<file path="src/rtl/ntt_pkg.sv">
// Shared constants for the NTT stream framer: FSM encoding, command tag and frame lengths.
package ntt_pkg;

  typedef logic [1:0] state_t;

  localparam state_t ST_IDLE      = 2'd0;
  localparam state_t ST_CMD       = 2'd1;
  localparam state_t ST_DATA      = 2'd2;
  localparam state_t ST_WAIT_DONE = 2'd3;

  localparam logic [1:0] CMD_TAG = 2'b01;

  localparam int FRAME_LEN_U = 1024;
  localparam int FRAME_LEN_F = 2048;

  // mode bit 1 selects the short frame
  function automatic int frame_len(input logic mode_hi);
    return mode_hi ? FRAME_LEN_U : FRAME_LEN_F;
  endfunction

endpackage

</file>
<file path="src/rtl/ntt_stream_framer_if.sv">
// Stream bundle between coefficient source, framer and NTT engine.
// The framer takes the master modport; the environment takes slave.
interface ntt_stream_framer_if #(
  parameter int pDATA_WIDTH = 32
);

  logic                   s_tvalid;
  logic                   s_tready;
  logic [pDATA_WIDTH-1:0] s_tdata;

  logic                   m_tvalid;
  logic                   m_tready;
  logic [pDATA_WIDTH-1:0] m_tdata;
  logic                   m_tlast;

  modport master (
    input  s_tvalid, s_tdata, m_tready,
    output s_tready, m_tvalid, m_tdata, m_tlast
  );

  modport slave (
    output s_tvalid, s_tdata, m_tready,
    input  s_tready, m_tvalid, m_tdata, m_tlast
  );

endinterface

</file>
<file path="src/rtl/ntt_stream_framer.sv">
// Frames a raw coefficient stream for the NTT engine: one command beat, then N data beats with tlast.
// Optional running XOR of the data beats on port chksum when NTT_FRAMER_CHKSUM_EN is defined.
module ntt_stream_framer
  import ntt_pkg::*;
#(
  parameter int pDATA_WIDTH = 32,
  parameter int pCNT_WIDTH  = 12
) (
  input  logic                  axi_clk,
  input  logic                  axi_reset_n,
  input  logic                  cfg_start,
  input  logic [1:0]            cfg_mode,
  input  logic                  dn_done,
  ntt_stream_framer_if.master   axis,
  output logic                  busy,
  output logic                  frame_done,
  output logic [pCNT_WIDTH-1:0] beat_cnt
`ifdef NTT_FRAMER_CHKSUM_EN
  ,
  output logic [pDATA_WIDTH-1:0] chksum
`endif
);

  // beat_cnt must reach FRAME_LEN_F without wrapping, so pCNT_WIDTH >= 12
  localparam logic [pCNT_WIDTH-1:0] LAST_U = pCNT_WIDTH'(frame_len(1'b1) - 1);
  localparam logic [pCNT_WIDTH-1:0] LAST_F = pCNT_WIDTH'(frame_len(1'b0) - 1);

  state_t                  state_reg;
  state_t                  state_next;
  logic [1:0]              mode_reg;
  logic [1:0]              mode_next;
  logic [pCNT_WIDTH-1:0]   beat_cnt_reg;
  logic [pCNT_WIDTH-1:0]   beat_cnt_next;
  logic                    frame_done_reg;
  logic                    frame_done_next;

  logic [pCNT_WIDTH-1:0]   last_idx;
  logic                    last_beat;
  logic                    beat_fire;
  logic                    frame_start;
  logic [pDATA_WIDTH-1:0]  cmd_word;

  assign last_idx    = mode_reg[1] ? LAST_U : LAST_F;
  assign last_beat   = (beat_cnt_reg == last_idx);
  assign beat_fire   = (state_reg == ST_DATA) && axis.s_tvalid && axis.m_tready;
  assign frame_start = (state_reg == ST_IDLE) && cfg_start;

  // Built only from registered mode, so it is stable across a CMD stall
  always_comb begin
    cmd_word      = '0;
    cmd_word[3:0] = {CMD_TAG, mode_reg};
  end

  always_comb begin
    axis.m_tvalid = 1'b0;
    axis.m_tdata  = '0;
    axis.m_tlast  = 1'b0;
    axis.s_tready = 1'b0;
    case (state_reg)
      ST_CMD: begin
        axis.m_tvalid = 1'b1;
        axis.m_tdata  = cmd_word;
      end
      ST_DATA: begin
        axis.m_tvalid = axis.s_tvalid;
        axis.m_tdata  = axis.s_tdata;
        axis.s_tready = axis.m_tready;
        axis.m_tlast  = last_beat;
      end
      default: begin
      end
    endcase
  end

  always_comb begin
    state_next      = state_reg;
    mode_next       = mode_reg;
    beat_cnt_next   = beat_cnt_reg;
    frame_done_next = 1'b0;
    case (state_reg)
      ST_IDLE: begin
        if (cfg_start) begin
          mode_next     = cfg_mode;
          beat_cnt_next = '0;
          state_next    = ST_CMD;
        end
      end
      ST_CMD: begin
        if (axis.m_tready) begin
          state_next = ST_DATA;
        end
      end
      ST_DATA: begin
        if (beat_fire) begin
          beat_cnt_next = beat_cnt_reg + pCNT_WIDTH'(1);
          if (last_beat) begin
            state_next = ST_WAIT_DONE;
          end
        end
      end
      ST_WAIT_DONE: begin
        if (dn_done) begin
          frame_done_next = 1'b1;
          state_next      = ST_IDLE;
        end
      end
      default: begin
        state_next = ST_IDLE;
      end
    endcase
  end

  always_ff @(posedge axi_clk or negedge axi_reset_n) begin
    if (!axi_reset_n) begin
      state_reg      <= ST_IDLE;
      mode_reg       <= '0;
      beat_cnt_reg   <= '0;
      frame_done_reg <= 1'b0;
    end else begin
      state_reg      <= state_next;
      mode_reg       <= mode_next;
      beat_cnt_reg   <= beat_cnt_next;
      frame_done_reg <= frame_done_next;
    end
  end

  assign busy       = (state_reg != ST_IDLE);
  assign frame_done = frame_done_reg;
  assign beat_cnt   = beat_cnt_reg;

`ifdef NTT_FRAMER_CHKSUM_EN
  logic [pDATA_WIDTH-1:0] chksum_reg;

  always_ff @(posedge axi_clk or negedge axi_reset_n) begin
    if (!axi_reset_n) begin
      chksum_reg <= '0;
    end else if (frame_start) begin
      chksum_reg <= '0;
    end else if (beat_fire) begin
      chksum_reg <= chksum_reg ^ axis.s_tdata;
    end
  end

  assign chksum = chksum_reg;
`else
  logic unused_ok;
  assign unused_ok = frame_start;
`endif

endmodule

</file>
<file path="src/flat_wrapper.sv">
// flat-port wrapper written by rule: the top's interface ports become plain ports
module ntt_stream_framer_flat import ntt_pkg::*;
#(
  parameter int pDATA_WIDTH = 32,
  parameter int pCNT_WIDTH  = 12
)
  (axi_clk, axi_reset_n, cfg_start, cfg_mode, dn_done, busy, frame_done, beat_cnt, axis_s_tvalid, axis_s_tdata, axis_m_tready, axis_s_tready, axis_m_tvalid, axis_m_tdata, axis_m_tlast);
  ntt_stream_framer_if #(.pDATA_WIDTH(pDATA_WIDTH)) axis_i ();
  input  logic axi_clk;
  input  logic axi_reset_n;
  input  logic cfg_start;
  input  logic [1:0] cfg_mode;
  input  logic dn_done;
  output logic busy;
  output logic frame_done;
  output logic [pCNT_WIDTH-1:0] beat_cnt;
  input wire logic [$bits(axis_i.s_tvalid)-1:0] axis_s_tvalid;
  input wire logic [$bits(axis_i.s_tdata)-1:0] axis_s_tdata;
  input wire logic [$bits(axis_i.m_tready)-1:0] axis_m_tready;
  output wire logic [$bits(axis_i.s_tready)-1:0] axis_s_tready;
  output wire logic [$bits(axis_i.m_tvalid)-1:0] axis_m_tvalid;
  output wire logic [$bits(axis_i.m_tdata)-1:0] axis_m_tdata;
  output wire logic [$bits(axis_i.m_tlast)-1:0] axis_m_tlast;
  assign axis_i.s_tvalid = axis_s_tvalid;
  assign axis_i.s_tdata = axis_s_tdata;
  assign axis_i.m_tready = axis_m_tready;
  assign axis_s_tready = axis_i.s_tready;
  assign axis_m_tvalid = axis_i.m_tvalid;
  assign axis_m_tdata = axis_i.m_tdata;
  assign axis_m_tlast = axis_i.m_tlast;
  ntt_stream_framer #(.pDATA_WIDTH(pDATA_WIDTH), .pCNT_WIDTH(pCNT_WIDTH)) u_core (.axi_clk(axi_clk), .axi_reset_n(axi_reset_n), .cfg_start(cfg_start), .cfg_mode(cfg_mode), .dn_done(dn_done), .axis(axis_i), .busy(busy), .frame_done(frame_done), .beat_cnt(beat_cnt));
endmodule
</file>
<file path="config.mk">
export PLATFORM = sky130hd
export DESIGN_NAME = ntt_stream_framer_flat
export DESIGN_NICKNAME = d
export VERILOG_FILES = /design/src/rtl/ntt_pkg.sv /design/src/rtl/ntt_stream_framer_if.sv /design/src/rtl/ntt_stream_framer.sv /design/src/flat_wrapper.sv
export SDC_FILE = /design/constraint.sdc
export NUM_CORES = 1
export LEC_CHECK = 0
export BUFFER_PORTS_ARGS = -buffer_cell sky130_fd_sc_hd__buf_2
export CAP_MARGIN = 20
export CORE_MARGIN = 2
export CORE_UTILIZATION = 35
export DETAILED_ROUTE_END_ITERATION = 10
export PLACE_DENSITY = 0.79
export SKIP_LAST_GASP = 1
export SLEW_MARGIN = 20
export SYNTH_ARGS = -nofsm -noshare
export SYNTH_HDL_FRONTEND = slang
export SYNTH_SLANG_ARGS = --single-unit
</file>
<file path="constraint.sdc">
create_clock -name axi_clk -period 4.23 [get_ports axi_clk]
set_clock_uncertainty 0.2 [all_clocks]
set_input_delay 0.6345 -clock axi_clk [delete_from_list [all_inputs] [get_ports axi_clk]]
set_output_delay 0.6345 -clock axi_clk [all_outputs]
set_load 0.1 [all_outputs]
</file>
# Word-level counts from Yosys, hierarchy flattened

Index checks and enable logic that the tools add are counted.
Widths: inputs -> output; s select.

Register bits: 17
Input bits: 40
Output and inout bits: 49
Logic and storage cells: 38

$add $sub $neg: 1
Eq/ne operators: 9
Muxes and demuxes: 16
Reduce and logical (&&, ||, !) cells: 8

Operators with widths:

| kind                  | number |
|---|---|
| $pmux 32 s2           | 1 |
| $mux 12               | 2 |
| $pmux 12 s2           | 1 |
| $add 12x1->12 const B | 1 |
| $eq 12x12->1          | 1 |
| $mux 11               | 1 |
| $mux 2                | 5 |
| $pmux 2 s4            | 1 |
| $ne 2x2->1 const B    | 3 |
| $reduce_and 5->1      | 1 |
| $eq 2x2->1 const B    | 2 |
| $mux 1                | 4 |
| $ne 2x1->1 const B    | 2 |
| $reduce_bool 2->1     | 2 |
| $reduce_and 3->1      | 1 |
| $eq 2x1->1 const B    | 1 |
| $logic_and 1x1->1     | 2 |
| $logic_not 2->1       | 1 |
| $pmux 1 s2            | 1 |
| $reduce_and 2->1      | 1 |

# Depth between registers and ports, before layout

Depth in word-level cells: 5
Depth in mapped cells: 8
Mapped depth without buffers: 6

# Worst setup path after synthesis

No wires, ideal clock.

Path type: register to output
From: register u_core.beat_cnt_reg[1], in the netlist u_core.beat_cnt[1]
To: output port axis_m_tlast
Arrival time: 5008 ps
Data required time: 3395 ps
Setup slack: -1613 ps
Stages on the path, launching flop included: 5
Path buffers: 0
Cell sequence: dfrtp_1 -> ha_1 -> nand3_2 -> or3_4 -> nor4b_1

Longest elaborated chain between the ends: 2

RTL lines:

| what                   | RTL line                 | text |
|---|---|---|
| from (decl)            | ntt_stream_framer.sv:32  | `logic [pCNT_WIDTH-1:0] beat_cnt_reg;` |
| from (signal assigned) | ntt_stream_framer.sv:122 | `beat_cnt_reg <= beat_cnt_next;` |
| $eq 12x12->1           | ntt_stream_framer.sv:44  | `assign last_beat = (beat_cnt_reg == last_idx);` |
| $mux 1                 | ntt_stream_framer.sv:59  | `case (state_reg)` |
| to (decl)              | flat_wrapper.sv:23       | `output wire logic [$bits(axis_i.m_tlast)-1:0] axis_m_tlast;` |

Every way passes these cells.

# Worst setup path after layout

From: register u_core.state_reg[0]
To: output port axis_m_tvalid

Longest elaborated chain between the ends: 2
Elaborated cells between the ends (all ways): 3
Those cells by class: 2 x eq/ne; 1 x mux

RTL lines:

| what                                     | RTL line                 | text |
|---|---|---|
| from (decl)                              | ntt_stream_framer.sv:28  | `state_t state_reg;` |
| from (signal assigned)                   | ntt_stream_framer.sv:120 | `state_reg <= state_next;` |
| $eq 2x2->1 or $eq 2x1->1 (tied branches) | ntt_stream_framer.sv:59  |  |
| $pmux 1 s2 (*)                           | ntt_stream_framer.sv:59  |  |
| to (decl)                                | flat_wrapper.sv:21       | `output wire logic [$bits(axis_i.m_tvalid)-1:0] axis_m_tvalid;` |

Every way passes the cells marked *; elsewhere a longest branch is shown, timed or not.

==> summary.md <==
| Metric | Value |
|---|---|
| Multi-input logic area | 860 µm² |
| Hold WC Path Type | in -> async |
| Tightest Pin Transition | 0.739 ns |
| Drt first-iter violations | 32 |
| Clock-pin slew on the worst setup and hold paths | 0.07 ns |
| Largest family of logic cells by synthesized area | simple AND/OR/NAND/NOR gates |
| Period utilization | 75.9% |
| Final setup vio count | 0 |
| Drt first pass iters | 4 |
| CTS Root Cell | clkbuf_8 |
| Xor and xnor area share after synthesis | 0.649% |
| Cells after synthesis | 156 |
| Worst r2r src | u_core.state_reg[0]$_DFFE_PN0P_ |
| All-Layer GR Usage | 15.9% |
| Minimum clock period | 3.21 ns |
| Total number of vias | 1459 |
| Fin cells | 289 |
| Nets | 287 |
| Share of layout cells above drive strength 1 | 44.4% |
| Remaining antenna violation count after routing | 0 |
| Syn_nets | 201 |
| Crit-path cells | inv_1 -> ha_1 -> buf_4 -> a21oi_1 -> nor2b_1 -> buf_2 |
| Worst reg2reg path endpoint | u_core.beat_cnt[7]$_DFFE_PN0P_ |
| Mean Syn Cell Area | 8.65 µm² |
| Register area share after synthesis | 31.5% |
| ANT cells | 0 |
| Ys async rst share | 100% |
| DIE WIDTH | 66.1 µm |
| Fillers | 343 |
| FF+latch count, synth | 17 |
| Slowest CP cell | ha_1 |
| Synth Area in Compound Gates | 15.7% |
| CTS tree | done |
| Mux cell area share after synthesis | 2.50% |
| Slew headroom | 50.7% |
| # Post-CTS Setup Buffers | 0 |
| Setup TNS | 0 ns |
| Worst-path fanout max | 25 |
| Predominant post-synthesis flop cell | dfrtp_1 |
| Hold Vio Cnt, Final | 0 |
| Synth warnings | 0 |
| Arrival time at the worst endpoint | 2.37 ns |
| Max stage delay on crit path | 0.65 ns |
| Synth Cell Area | 0.00135 mm² |
| CTS H-Tree Depth | 1 |
| Initial Util | 36.6% |
| Adder-Cell Fraction of Synth Area | 4.64% |
| Max Clock Freq | 312 MHz |
| DRC errors left | 0 |
| First-pass GRT wire length | 5530 µm |
| EDFF count, synth | 0 |
| Status | complete, no violations |
| Die ar. | 0.00437 mm² |
| Deepest clock path buffer count | 2 |
| Num rows | 22 |
| Max_cap viols | 0 |
| FF/Latch Area | 425 µm² |
| Gr ovfl total | 0 |
| Max Slew Vio Count | 0 |
| Max FFs per register | 12 |
| Gates resized, CTS repair | 0 |
| RSZ-0062 raised after global routing | no |
| Post-synthesis simple-gate area fraction | 39.1% |
| Placer Congestion | 0.753 |
| Largest net degree at the start of global routing | 26 |
| Endpoint type of the worst setup path | primary output |
| Core Region | 0.00369 mm² |
| DP HPWL | 2610 µm |
| Post-synth cell types | 41 |
| DR WL/cell | 11.8 µm |
| Die Span Y | 66.1 µm |
| Placed Cells | 285 |
| Sink Count | 17 |
| WL final | 3410 µm |
| Synth-to-Final Area Change | 38.5% |
| Critical path class | reg -> out |
| Post-DR vias/cell | 5.05 |
| Worst skew pair latency | 0.25 ns |
| PortBufs | 88 |
| Initial antenna violation count | 0 |
| I/O pin cnt | 89 |
| Reg2reg setup slack | 1.65 ns |
| R2r worst-path depth | 5 |
| Critical Path Source Type | register |
| CTS Buf Count | 3 |
| Worst path required time | 3.40 ns |
| Cts hold-fix bufs | 0 |
| Vias in the first global route | 1262 |
## worst max path at each step
stage | from | to | slack [ns] | cells past startpoint
final | u_core.state_reg[0]$_DFFE_PN0P_ | axis_m_tvalid | 1.02 | 6
after global placement | u_core.state_reg[0]$_DFFE_PN0P_ | axis_m_tvalid | 1.33 | 6
after global routing | u_core.state_reg[0]$_DFFE_PN0P_ | axis_m_tvalid | 0.84 | 6
after detailed placement | u_core.state_reg[0]$_DFFE_PN0P_ | axis_m_tvalid | 1.30 | 6
after CTS | u_core.state_reg[0]$_DFFE_PN0P_ | axis_m_tvalid | 1.01 | 6
after floorplan | u_core.beat_cnt[1]$_DFFE_PN0P_ | axis_m_tlast | 0.42 | 4
## per-stage QoR
step	hold slack (ns)	area [µm²]	utilization (%)	setup slack, ns
after global routing	0.132	1870	50.6	0.837
after CTS	0.111	1870	50.6	1.01
final	0.0955	1870	50.6	1.02
after global placement	0.303	1820	49.4	1.33
after detailed placement	0.311	1820	49.4	1.30
after floorplan	0.139	1360	-	0.417
## metal layers
metal	track usage (%)	wire [µm]	part of all wire (%)	vias up
met5	0	0	0	-
met4	7.40	64	1.9	0
met3	1.70	355	10	7
met2	26.4	1560	46	87
met1	20.6	1430	42	649
li1	-	-	-	716
## layout by cell type, fill, tap and decap left out, types with 3 or more instances in the layout
| master | count |
|---|---|
| buf_2 | 88 |
| and2_1 | 31 |
| nand2_1 | 19 |
| dfrtp_1 | 17 |
| inv_1 | 6 |
| ha_1 | 5 |
| nor2b_1 | 4 |
| o21ai_0 | 4 |
| nand3_1 | 4 |
| nor3_1 | 4 |
| nand4_1 | 4 |
| a31oi_1 | 4 |
| nor2_1 | 3 |
| nand2b_1 | 3 |
| o211ai_1 | 3 |
| mux2_2 | 3 |
| nand4b_1 | 3 |
| clkbuf_8 | 3 |
## synth_stat cells (2+ instances only)
| cell | count | area (µm²) |
|---|---|---|
| o21ai_0 | 4 | 20.0 |
| a21oi_1 | 2 | 10.0 |
| a31oi_1 | 4 | 25.0 |
| and2_1 | 31 | 194 |
| nor2b_1 | 4 | 25.0 |
| nand4_1 | 4 | 25.0 |
| o221ai_1 | 2 | 17.5 |
| inv_1 | 6 | 22.5 |
| nor4_1 | 2 | 12.5 |
| or2_2 | 2 | 12.5 |
| nand2b_1 | 3 | 18.8 |
| nor3_1 | 4 | 20.0 |
| a22oi_1 | 2 | 15.0 |
| buf_6 | 3 | 33.8 |
| mux2_2 | 3 | 33.8 |
| o211ai_1 | 3 | 22.5 |
| nand4b_1 | 3 | 26.3 |
| a22o_1 | 2 | 17.5 |
| clkbuf_1 | 6 | 22.5 |
| nand2_1 | 19 | 71.3 |
| nand3_1 | 4 | 20.0 |
| a211o_1 | 2 | 17.5 |
| dfrtp_1 | 17 | 425 |
| nor2_1 | 3 | 11.3 |
| ha_1 | 5 | 62.6 |
## worst max-delay path, delay by kind of cell (launching register included)
kind                       cells  cell delay, ns
buffers and inverters          3            0.89
adders and majority gates      1            0.65
DFF                            1            0.40
and+or+nand+nor                1            0.10
AOI/OAI and AO/OA              1            0.09
## cell type report
type | count | share of cell area (%)
clock buffer | 4 | 2.41
inverter | 6 | 1.21
multi-input combinational | 124 | 46.0
sequential | 17 | 22.8
tap | 48 | 3.22
timing repair buffer | 90 | 24.4
## cell families (layout without fill, tap and decap cells)
kind of cell | Yosys count | count (layout)
mux | 3 | 3
buf+inv | 15 | 100
xor+xnor | 1 | 1
simple gates | 88 | 88
flops | 17 | 17
fa+ha+maj | 5 | 5
compound gates | 27 | 27
Power is not shown: default switching activity piles up to over one toggle a cycle in this logic, so the estimate is an artifact.
